--- src/rtl/ram_dma_arbiter_pkg.sv ---
// ram_dma_arbiter_pkg
//    Shared definitions for the RAM/DMA arbiter:
//    - CPU bus operation codes (cpu_io_op)
//    - microcycle codes (cpu_mc); the normal order is C1 > C2 > C3 > C4
//    - arbiter FSM state type
package ram_dma_arbiter_pkg;

   localparam logic [1:0] IO_OP_NOP   = 2'b00;
   localparam logic [1:0] IO_OP_WRITE = 2'b01;
   localparam logic [1:0] IO_OP_READ  = 2'b10;
   localparam logic [1:0] IO_OP_FETCH = 2'b11;

   localparam logic [2:0] MC_C1 = 3'd6;
   localparam logic [2:0] MC_C2 = 3'd7;
   localparam logic [2:0] MC_C3 = 3'd5;
   localparam logic [2:0] MC_C4 = 3'd4;

   // IDLE: no request held
   // PEND: request latched, waiting for a free RAM slot
   // CAPT: RAM was driven for the request last cycle; read data is on ram_rdata now
   typedef enum logic [1:0] {
      ST_IDLE = 2'd0,
      ST_PEND = 2'd1,
      ST_CAPT = 2'd2
   } dma_state_t;

endpackage

--- src/rtl/ram_dma_arbiter_ram_port_mux.sv ---
// ram_port_mux
//    Combinational slot decode and RAM port select for the arbiter.
//    A DMA access may only use the MC=4 microcycle, or MC=7 when the CPU is not
//    touching RAM in that microcycle (and the idle slot is enabled). Everything
//    else belongs to the CPU, so the CPU never sees a stolen cycle.
// Ports
//    rst          in   asynchronous reset; gates ram_we so nothing is written while held
//    pend         in   a DMA request is latched and waiting for a slot
//    req_we       in   latched DMA write flag
//    req_addr     in   latched DMA address
//    req_wdata    in   latched DMA write data
//    cpu_addr     in   CPU address
//    cpu_wdata    in   CPU write data
//    cpu_io_op    in   CPU bus operation
//    cpu_mc       in   CPU microcycle
//    cpu_ram_sel  in   decoder RAM chip select
//    slot_hit     out  DMA owns the RAM port this cycle
//    ram_we       out  RAM write enable
//    ram_addr     out  RAM address
//    ram_wdata    out  RAM write data
module ram_port_mux
   import ram_dma_arbiter_pkg::*;
#(
   parameter int ADDR_WIDTH    = 15,
   parameter int DATA_WIDTH    = 8,
   parameter int USE_IDLE_SLOT = 1
) (
   input  logic                  rst,
   input  logic                  pend,
   input  logic                  req_we,
   input  logic [ADDR_WIDTH-1:0] req_addr,
   input  logic [DATA_WIDTH-1:0] req_wdata,
   input  logic [ADDR_WIDTH-1:0] cpu_addr,
   input  logic [DATA_WIDTH-1:0] cpu_wdata,
   input  logic [1:0]            cpu_io_op,
   input  logic [2:0]            cpu_mc,
   input  logic                  cpu_ram_sel,
   output logic                  slot_hit,
   output logic                  ram_we,
   output logic [ADDR_WIDTH-1:0] ram_addr,
   output logic [DATA_WIDTH-1:0] ram_wdata
);

   logic slot_a;
   logic slot_b;
   logic cpu_we;
   logic we_sel;

   always_comb begin
      slot_a = (cpu_mc == MC_C4);
      // MC=7 is only free when the CPU microcycle does not use RAM at all.
      slot_b = (USE_IDLE_SLOT != 0) && (cpu_mc == MC_C2) &&
               (!cpu_ram_sel || (cpu_io_op == IO_OP_NOP));
      slot_hit = pend && (slot_a || slot_b);
      cpu_we   = cpu_ram_sel && (cpu_io_op == IO_OP_WRITE) && (cpu_mc == MC_C2);

      if (slot_hit) begin
         we_sel    = req_we;
         ram_addr  = req_addr;
         ram_wdata = req_wdata;
      end else begin
         we_sel    = cpu_we;
         ram_addr  = cpu_addr;
         ram_wdata = cpu_wdata;
      end
      // Reset must block any write, including one half-way through a cycle.
      ram_we = we_sel && !rst;
   end

endmodule

--- src/rtl/ram_dma_arbiter.sv ---
// ram_dma_arbiter
//    Shares the single-port main RAM between the CPU (strict priority, never
//    stalled) and one DMA requester. A DMA request is latched, serviced in the
//    first free slot, and completed with a one-cycle dma_ack pulse one cycle
//    after the RAM returns data.
// Ports
//    clk, rst                          clock, asynchronous active-high reset
//    cpu_addr/wdata/io_op/mc/ram_sel   CPU bus and decoder chip select
//    dma_req/we/addr/wdata             DMA request, held until dma_ack
//    dma_ack                           one-cycle completion pulse
//    dma_rdata                         read data, valid with dma_ack and held
//    dma_busy                          request latched and not yet acked
//    ram_we/addr/wdata, ram_rdata      RAM port (synchronous read, 1-cycle latency)
//    grant_count                       number of DMA slots issued, wrapping
module ram_dma_arbiter
   import ram_dma_arbiter_pkg::*;
#(
   parameter int ADDR_WIDTH    = 15,
   parameter int DATA_WIDTH    = 8,
   parameter int USE_IDLE_SLOT = 1,
   parameter int CNT_WIDTH     = 16
) (
   input  logic                  clk,
   input  logic                  rst,
   input  logic [ADDR_WIDTH-1:0] cpu_addr,
   input  logic [DATA_WIDTH-1:0] cpu_wdata,
   input  logic [1:0]            cpu_io_op,
   input  logic [2:0]            cpu_mc,
   input  logic                  cpu_ram_sel,
   input  logic                  dma_req,
   input  logic                  dma_we,
   input  logic [ADDR_WIDTH-1:0] dma_addr,
   input  logic [DATA_WIDTH-1:0] dma_wdata,
   output logic                  dma_ack,
   output logic [DATA_WIDTH-1:0] dma_rdata,
   output logic                  dma_busy,
   output logic                  ram_we,
   output logic [ADDR_WIDTH-1:0] ram_addr,
   output logic [DATA_WIDTH-1:0] ram_wdata,
   input  logic [DATA_WIDTH-1:0] ram_rdata,
   output logic [CNT_WIDTH-1:0]  grant_count
);

   dma_state_t            state_reg,  state_next;
   logic                  req_we_reg, req_we_next;
   logic [ADDR_WIDTH-1:0] req_addr_reg, req_addr_next;
   logic [DATA_WIDTH-1:0] req_wdata_reg, req_wdata_next;
   logic                  busy_reg,   busy_next;
   logic                  ack_reg,    ack_next;
   logic [DATA_WIDTH-1:0] rdata_reg,  rdata_next;
   logic [CNT_WIDTH-1:0]  count_reg,  count_next;
   logic                  slot_hit;

   ram_port_mux #(
      .ADDR_WIDTH    (ADDR_WIDTH),
      .DATA_WIDTH    (DATA_WIDTH),
      .USE_IDLE_SLOT (USE_IDLE_SLOT)
   ) u_mux (
      .rst         (rst),
      .pend        (state_reg == ST_PEND),
      .req_we      (req_we_reg),
      .req_addr    (req_addr_reg),
      .req_wdata   (req_wdata_reg),
      .cpu_addr    (cpu_addr),
      .cpu_wdata   (cpu_wdata),
      .cpu_io_op   (cpu_io_op),
      .cpu_mc      (cpu_mc),
      .cpu_ram_sel (cpu_ram_sel),
      .slot_hit    (slot_hit),
      .ram_we      (ram_we),
      .ram_addr    (ram_addr),
      .ram_wdata   (ram_wdata)
   );

   always_ff @(posedge clk or posedge rst) begin
      if (rst) begin
         state_reg     <= ST_IDLE;
         req_we_reg    <= 1'b0;
         req_addr_reg  <= '0;
         req_wdata_reg <= '0;
         busy_reg      <= 1'b0;
         ack_reg       <= 1'b0;
         rdata_reg     <= '0;
         count_reg     <= '0;
      end else begin
         state_reg     <= state_next;
         req_we_reg    <= req_we_next;
         req_addr_reg  <= req_addr_next;
         req_wdata_reg <= req_wdata_next;
         busy_reg      <= busy_next;
         ack_reg       <= ack_next;
         rdata_reg     <= rdata_next;
         count_reg     <= count_next;
      end
   end

   always_comb begin
      state_next     = state_reg;
      req_we_next    = req_we_reg;
      req_addr_next  = req_addr_reg;
      req_wdata_next = req_wdata_reg;
      busy_next      = busy_reg;
      ack_next       = 1'b0;
      rdata_next     = rdata_reg;
      count_next     = count_reg;

      case (state_reg)
         ST_IDLE: begin
            // The requester still holds dma_req during the ack cycle; ignore it
            // there so the finished request is not accepted twice.
            if (dma_req && !ack_reg) begin
               req_we_next    = dma_we;
               req_addr_next  = dma_addr;
               req_wdata_next = dma_wdata;
               busy_next      = 1'b1;
               state_next     = ST_PEND;
            end
         end
         ST_PEND: begin
            if (slot_hit) begin
               count_next = count_reg + CNT_WIDTH'(1);
               state_next = ST_CAPT;
            end
         end
         ST_CAPT: begin
            if (!req_we_reg) begin
               rdata_next = ram_rdata;
            end
            ack_next   = 1'b1;
            busy_next  = 1'b0;
            state_next = ST_IDLE;
         end
         default: begin
            state_next = ST_IDLE;
         end
      endcase
   end

   assign dma_ack     = ack_reg;
   assign dma_busy    = busy_reg;
   assign dma_rdata   = rdata_reg;
   assign grant_count = count_reg;

endmodule

--- config.mk ---
export PLATFORM = sky130hd
export DESIGN_NAME = ram_dma_arbiter
export DESIGN_NICKNAME = d
export VERILOG_FILES = /design/src/rtl/ram_dma_arbiter_pkg.sv /design/src/rtl/ram_dma_arbiter_ram_port_mux.sv /design/src/rtl/ram_dma_arbiter.sv
export SDC_FILE = /design/constraint.sdc
export NUM_CORES = 1
export LEC_CHECK = 0
export BUFFER_PORTS_ARGS = -buffer_cell sky130_fd_sc_hd__buf_2
export CORE_MARGIN = 2
export CORE_UTILIZATION = 50
export CTS_CLUSTER_SIZE = 24
export DETAILED_ROUTE_END_ITERATION = 10
export PLACE_DENSITY = 0.85
export SKIP_LAST_GASP = 1
export SLEW_MARGIN = 20
export SYNTH_ARGS = -nofsm -noshare
export SYNTH_HDL_FRONTEND = slang
export SYNTH_SLANG_ARGS = --single-unit
--- constraint.sdc ---
create_clock -name clk -period 6.1 [get_ports clk]
set_clock_uncertainty 0.05 [all_clocks]
set_input_delay 1.22 -clock clk [delete_from_list [all_inputs] [get_ports clk]]
set_output_delay 1.22 -clock clk [all_outputs]
set_load 0.1 [all_outputs]
Word level (Yosys, flattened, before mapping)
Cells that the tools add are included.
{ "word_totals": {"register_bits": 52, "latch_bits": 0, "ramBits": 0, "romBits": 0, "input_bits": 64, "output_inout_bits": 50, "wordCells": 45, "mem_count": 0} }
{ "op_classes": {"add_sub_neg": 1, "n_mul": 0, "div": 0, "magnitude_cmp": 0, "n_eq_ne": 7, "n_shift": 0, "muxes": 9, "bitwise": 1, "n_reduce_logical": 19} }
{ "op_table": {"columns": ["cell", "count"], "rows": [
  ["adder 16 x 1 -> 16 bit, second input constant", 1],
  ["two-way mux 15 bit", 1],
  ["AND reduction 2 bit", 5],
  ["two-way mux 8 bit", 1],
  ["== test 3 bit, second input constant", 2],
  ["logical AND 1 bit", 6],
  ["== test 2 x 1 -> 1 bit, second input constant", 2],
  ["logical NOT 2 bit", 2],
  ["two-way mux 2 bit", 2],
  ["inequality test 2 bit, second input constant", 2],
  ["one-hot mux 2 bit (2 select lines)", 1],
  ["logical NOT 1 bit", 3],
  ["two-way mux 1 bit", 3],
  ["== test 2 bit, second input constant", 1],
  ["logical OR 1 bit", 2],
  ["one-hot mux 1 bit (2 select lines)", 1],
  ["nonzero test 2 bit", 1],
  ["inverter 1 bit", 1]
]} }

Longest topological paths before layout
{ "depth": {"ltp_word": 7, "mapped_depth": 7, "mapped_depth_nobuf": 5} }

Hierarchy
From an unflattened synthesis, not the netlist that was laid out.
{ "hier_totals": {"hier_cells": 171, "area_unflattened_um2": 2437.3} }
{ "by_module_without_submodules": {"columns": ["module", "n_inst", "cells_per_inst", "area_per_inst_um2", "seq_area_each_um2"], "rows": [
  ["ram_dma_arbiter", 1, 136, 2078.2, 1301.2],
  ["ram_port_mux", 1, 35, 359.1, 0.0]
]} }

Least setup slack after synthesis
No wires, ideal clock.
{ "synth_path": {"path_type": "input-to-output", "from": "input cpu_io_op[1]", "to": "output ram_we", "arrival_time_ps": 3574, "required_ps": 4830, "setup_slack_ps": 1256, "path_stages": 6, "path_buffers": 1, "path_cell_list": "o211a_1 or4b_4 buf_6 inv_2 a21oi_1 nor2_1"} }
{ "synth_via": {"elab_chain_len": 7, "word_cells_on_any_way": 10, "cone_classes": "eq/ne (1); mux (1); reduce/logical (8)"} }
{ "synth_lines": {"columns": ["item", "line", "text"], "rows": [
  ["start: declaration", "ram_dma_arbiter.sv:27", "input logic [1:0] cpu_io_op,"],
  ["logical NOT 2 bit", "ram_dma_arbiter_ram_port_mux.sv:53", "(!cpu_ram_sel || (cpu_io_op == IO_OP_NOP));"],
  ["logical OR 1 bit", "ram_dma_arbiter_ram_port_mux.sv:53", null],
  ["logical AND 1 bit", "ram_dma_arbiter_ram_port_mux.sv:52", "slot_b = (USE_IDLE_SLOT != 0) && (cpu_mc == MC_C2) &&"],
  ["logical OR 1 bit", "ram_dma_arbiter_ram_port_mux.sv:54", "slot_hit = pend && (slot_a || slot_b);"],
  ["logical AND 1 bit", "ram_dma_arbiter_ram_port_mux.sv:54", null],
  ["two-way mux 1 bit (*)", "ram_dma_arbiter_ram_port_mux.sv:57", "if (slot_hit) begin"],
  ["logical AND 1 bit (*)", "ram_dma_arbiter_ram_port_mux.sv:67", "ram_we = we_sel && !rst;"],
  ["end: declaration", "ram_dma_arbiter.sv:37", "output logic ram_we,"]
]} }
Every way passes the cells marked *; elsewhere a longest branch is shown, timed or not.

Final worst setup path
Ends and elaborated chain as after synthesis.

==> flow_metrics.env <==
export IMPL_synth_area_per_cell_um2=10.8
export IMPL_syn_cell_area_um2=2450
export IMPL_drtAntennaViolNets=0
export IMPL_crit_start="cpu_io_op[1]"
export IMPL_grt_setup_unrepaired="false"
export IMPL_antenna_cells=0
export IMPL_chipWidth_um=73.9
export IMPL_pre_cts_slack_ps=1360
export IMPL_hold_viol_final=0
export IMPL_power_leakage_nw=1.69
export IMPL_timing_rr_start="state_reg[1]$_DFFE_PP0P_"
export IMPL_startpoint_type="input port"
export IMPL_min_to="grant_count[15]$_DFFE_PP0P_"
export IMPL_max_vdd_ir_drop_uv=367
export IMPL_multi_input_area_um2=1080
export IMPL_drt_first_pass_iters=4
export IMPL_period_share_pct=77.4
export IMPL_grt_pass1_vias=1783
export IMPL_grt_pass1_wl_um=8200
export IMPL_cp_data_required_time_ps=4830
export IMPL_post_cts_repair_setup_buffers=0
export IMPL_cts_resized=0
export IMPL_overflow=0
export IMPL_syn_nets=292
export IMPL_drtIter0Drc=122
export IMPL_fin_hold_ws_ps=419
export IMPL_setup_ws_ps=1380
export IMPL_dr_wl_met3_um=263
export IMPL_worstHoldStart="grant_count[15]$_DFFE_PP0P_"
export IMPL_synth_seq_cells=52
export IMPL_drv_slew=0
export IMPL_hold_depth=1
export IMPL_worstMarginPinSlew_ps=876
export IMPL_via_per_inst=4.91
export IMPL_boundaryPins=114
export IMPL_fp_row_count=25
export IMPL_final_cell_mix="buf_2 (113), nand2_1 (77), dfrtp_1 (52)"
export IMPL_cts_root_buffer="clkbuf_8"
export IMPL_setup_violations_final=0
export IMPL_fillers=382
export IMPL_status="finished, final reports clean"
export IMPL_globalplace_congestion=0.785
export IMPL_wirelength_um=5300
export IMPL_p_per_area_nw_per_um2=537
export IMPL_synth_distinct_cells=28
export IMPL_cts_hold_buf=0
export IMPL_timing_rr_end="grant_count[4]$_DFFE_PP0P_"
export IMPL_cts_num_sinks=52
export IMPL_antenna_found_initial=0
export IMPL_largest_reg_flops=16
export IMPL_dr_wl_met2_um=2780
export IMPL_dp_hpwl_um=3960
export IMPL_cts_tree="built"
export IMPL_rrSetupSlack_ps=3820
export IMPL_max_freq_mhz=212
export IMPL_timing_slew_headroom_pct=41.5
export IMPL_top_layer="met4"
export IMPL_routedWlPerCell_um=13.0
export IMPL_insertion_delay_ps=290
export IMPL_start_util_pct=51.8
export IMPL_core_area_um2=4720
export IMPL_finalSetupTns_ps=0
export IMPL_final_seq_area_um2=1300
export IMPL_area_delta_synth_final_pct=29.2
export IMPL_grt_max_degree=53
export IMPL_cts_buffer_depth=2
export IMPL_drt_met1_wl_um=2190
export IMPL_synth_warnings=0
export IMPL_layout_commonest_cell="buf_2"
export IMPL_cp_data_arrival_time_ps=3450
export IMPL_cts_inserted_buffers=5
export IMPL_min_period_ps=4720
export IMPL_clkTransAtPathRegs_ps=90
export IMPL_total_power_mw=1.70
export IMPL_fin_util_pct=66.9
export IMPL_path_class="in -> out"
export IMPL_io_buffers=113
export IMPL_ys_seq_area_share_pct=53.2
export IMPL_die_area_um2=5470
export IMPL_hold_class="reg -> reg"
export IMPL_netlist_instances=227
export IMPL_vias=2005
export IMPL_r2r_cells=5
export IMPL_drc=0
export IMPL_layout_drive_gt1_share_pct=47.8
export IMPL_cp_max_fo=38
export IMPL_die_h_um=73.9
export IMPL_grt_total_usage_pct=19.5
export IMPL_htree_levels=2
export IMPL_cap_violations=0
export IMPL_critPathCaptureType="output port"
export IMPL_final_nets=405
-- report_power, final --
group	total, mW	internal [mW]	switching [mW]
Sequential	0.568	0.480	0.0874
Combinational	0.932	0.208	0.724
Clock	0.196	0.0927	0.104
Total	1.70	0.781	0.915
-- worst max path at each step --
stage	endpoint	slack, ps	cells past startpoint
after floorplan	ram_we	1260	6
after global placement	ram_we	1400	7
after detailed placement	ram_we	1360	7
after CTS	ram_we	1370	7
after global routing	ram_we	1240	7
final	ram_we	1380	7
-- stage by stage --
stage               instance area [um2]  std cells
floorplan                          2450        227
CTS                                3160        408
detailed placement                 3070        400
global placement                   3070        400
finish                             3160        408
global route                       3160        408
-- cell usage after synthesis --
library cell  count  share of area [%]
a21o_1            1               0.31
a21oi_1           1               0.20
buf_2             5                1.0
buf_6             1               0.46
clkbuf_1          2               0.31
dfrtp_1          52                 53
ha_1              1               0.51
inv_1             6               0.92
inv_2             1               0.15
mux2_2           32                 15
nand2_1          77                 12
nand2b_1          2               0.51
nand3_1           3               0.61
nand4_1           4                1.0
nor2_1            3               0.46
nor3_1            6                1.2
nor3b_1           2               0.61
nor3b_2           1               0.51
nor4_2            3                1.5
nor4_4            2                1.7
nor4b_2           1               0.61
o211a_1           1               0.41
o21bai_1          1               0.31
or2_2             1               0.26
or3_1             1               0.26
or4b_4            1               0.56
xnor2_1           6                2.1
xor2_1           10                3.6
-- kinds of logic (layout without fill, tap and decap cells) --
kind of cell             after synthesis  in the layout  share of synthesized area (%)
buffers and inverters                 15            129                           2.86
flip-flops                            52             52                           53.2
AO/OA/AOI/OAI                          4              4                           1.23
XOR/XNOR                              16             16                           5.73
adder cells (fa/ha/maj)                1              1                          0.511
AND/OR/NAND/NOR                      107            107                           21.7
multiplexers                          32             32                           14.7
-- worst max-delay path, stage by stage --
cell and delay (ps):
buf_2 110, o211a_1 230, or4b_4 780, inv_2 450
a21oi_1 130, nor2_1 90, buf_2 420
-- routing by layer --
metal / vias up / GRT usage, %
met3: 9 / 4.74
li1: 975 / -
met2: 60 / 32.6
met1: 961 / 25.2
met5: - / 0
met4: 0 / 5.66
-- area by class of cell --
cell class	instances	area share, %
Tap cell	67	2.65
Clock buffer	8	2.85
Multi-Input combinational cell	160	34.3
Inverter	7	0.871
Sequential cell	52	41.2
Timing Repair Buffer	114	18.1
(Power assumes the default switching activity.)
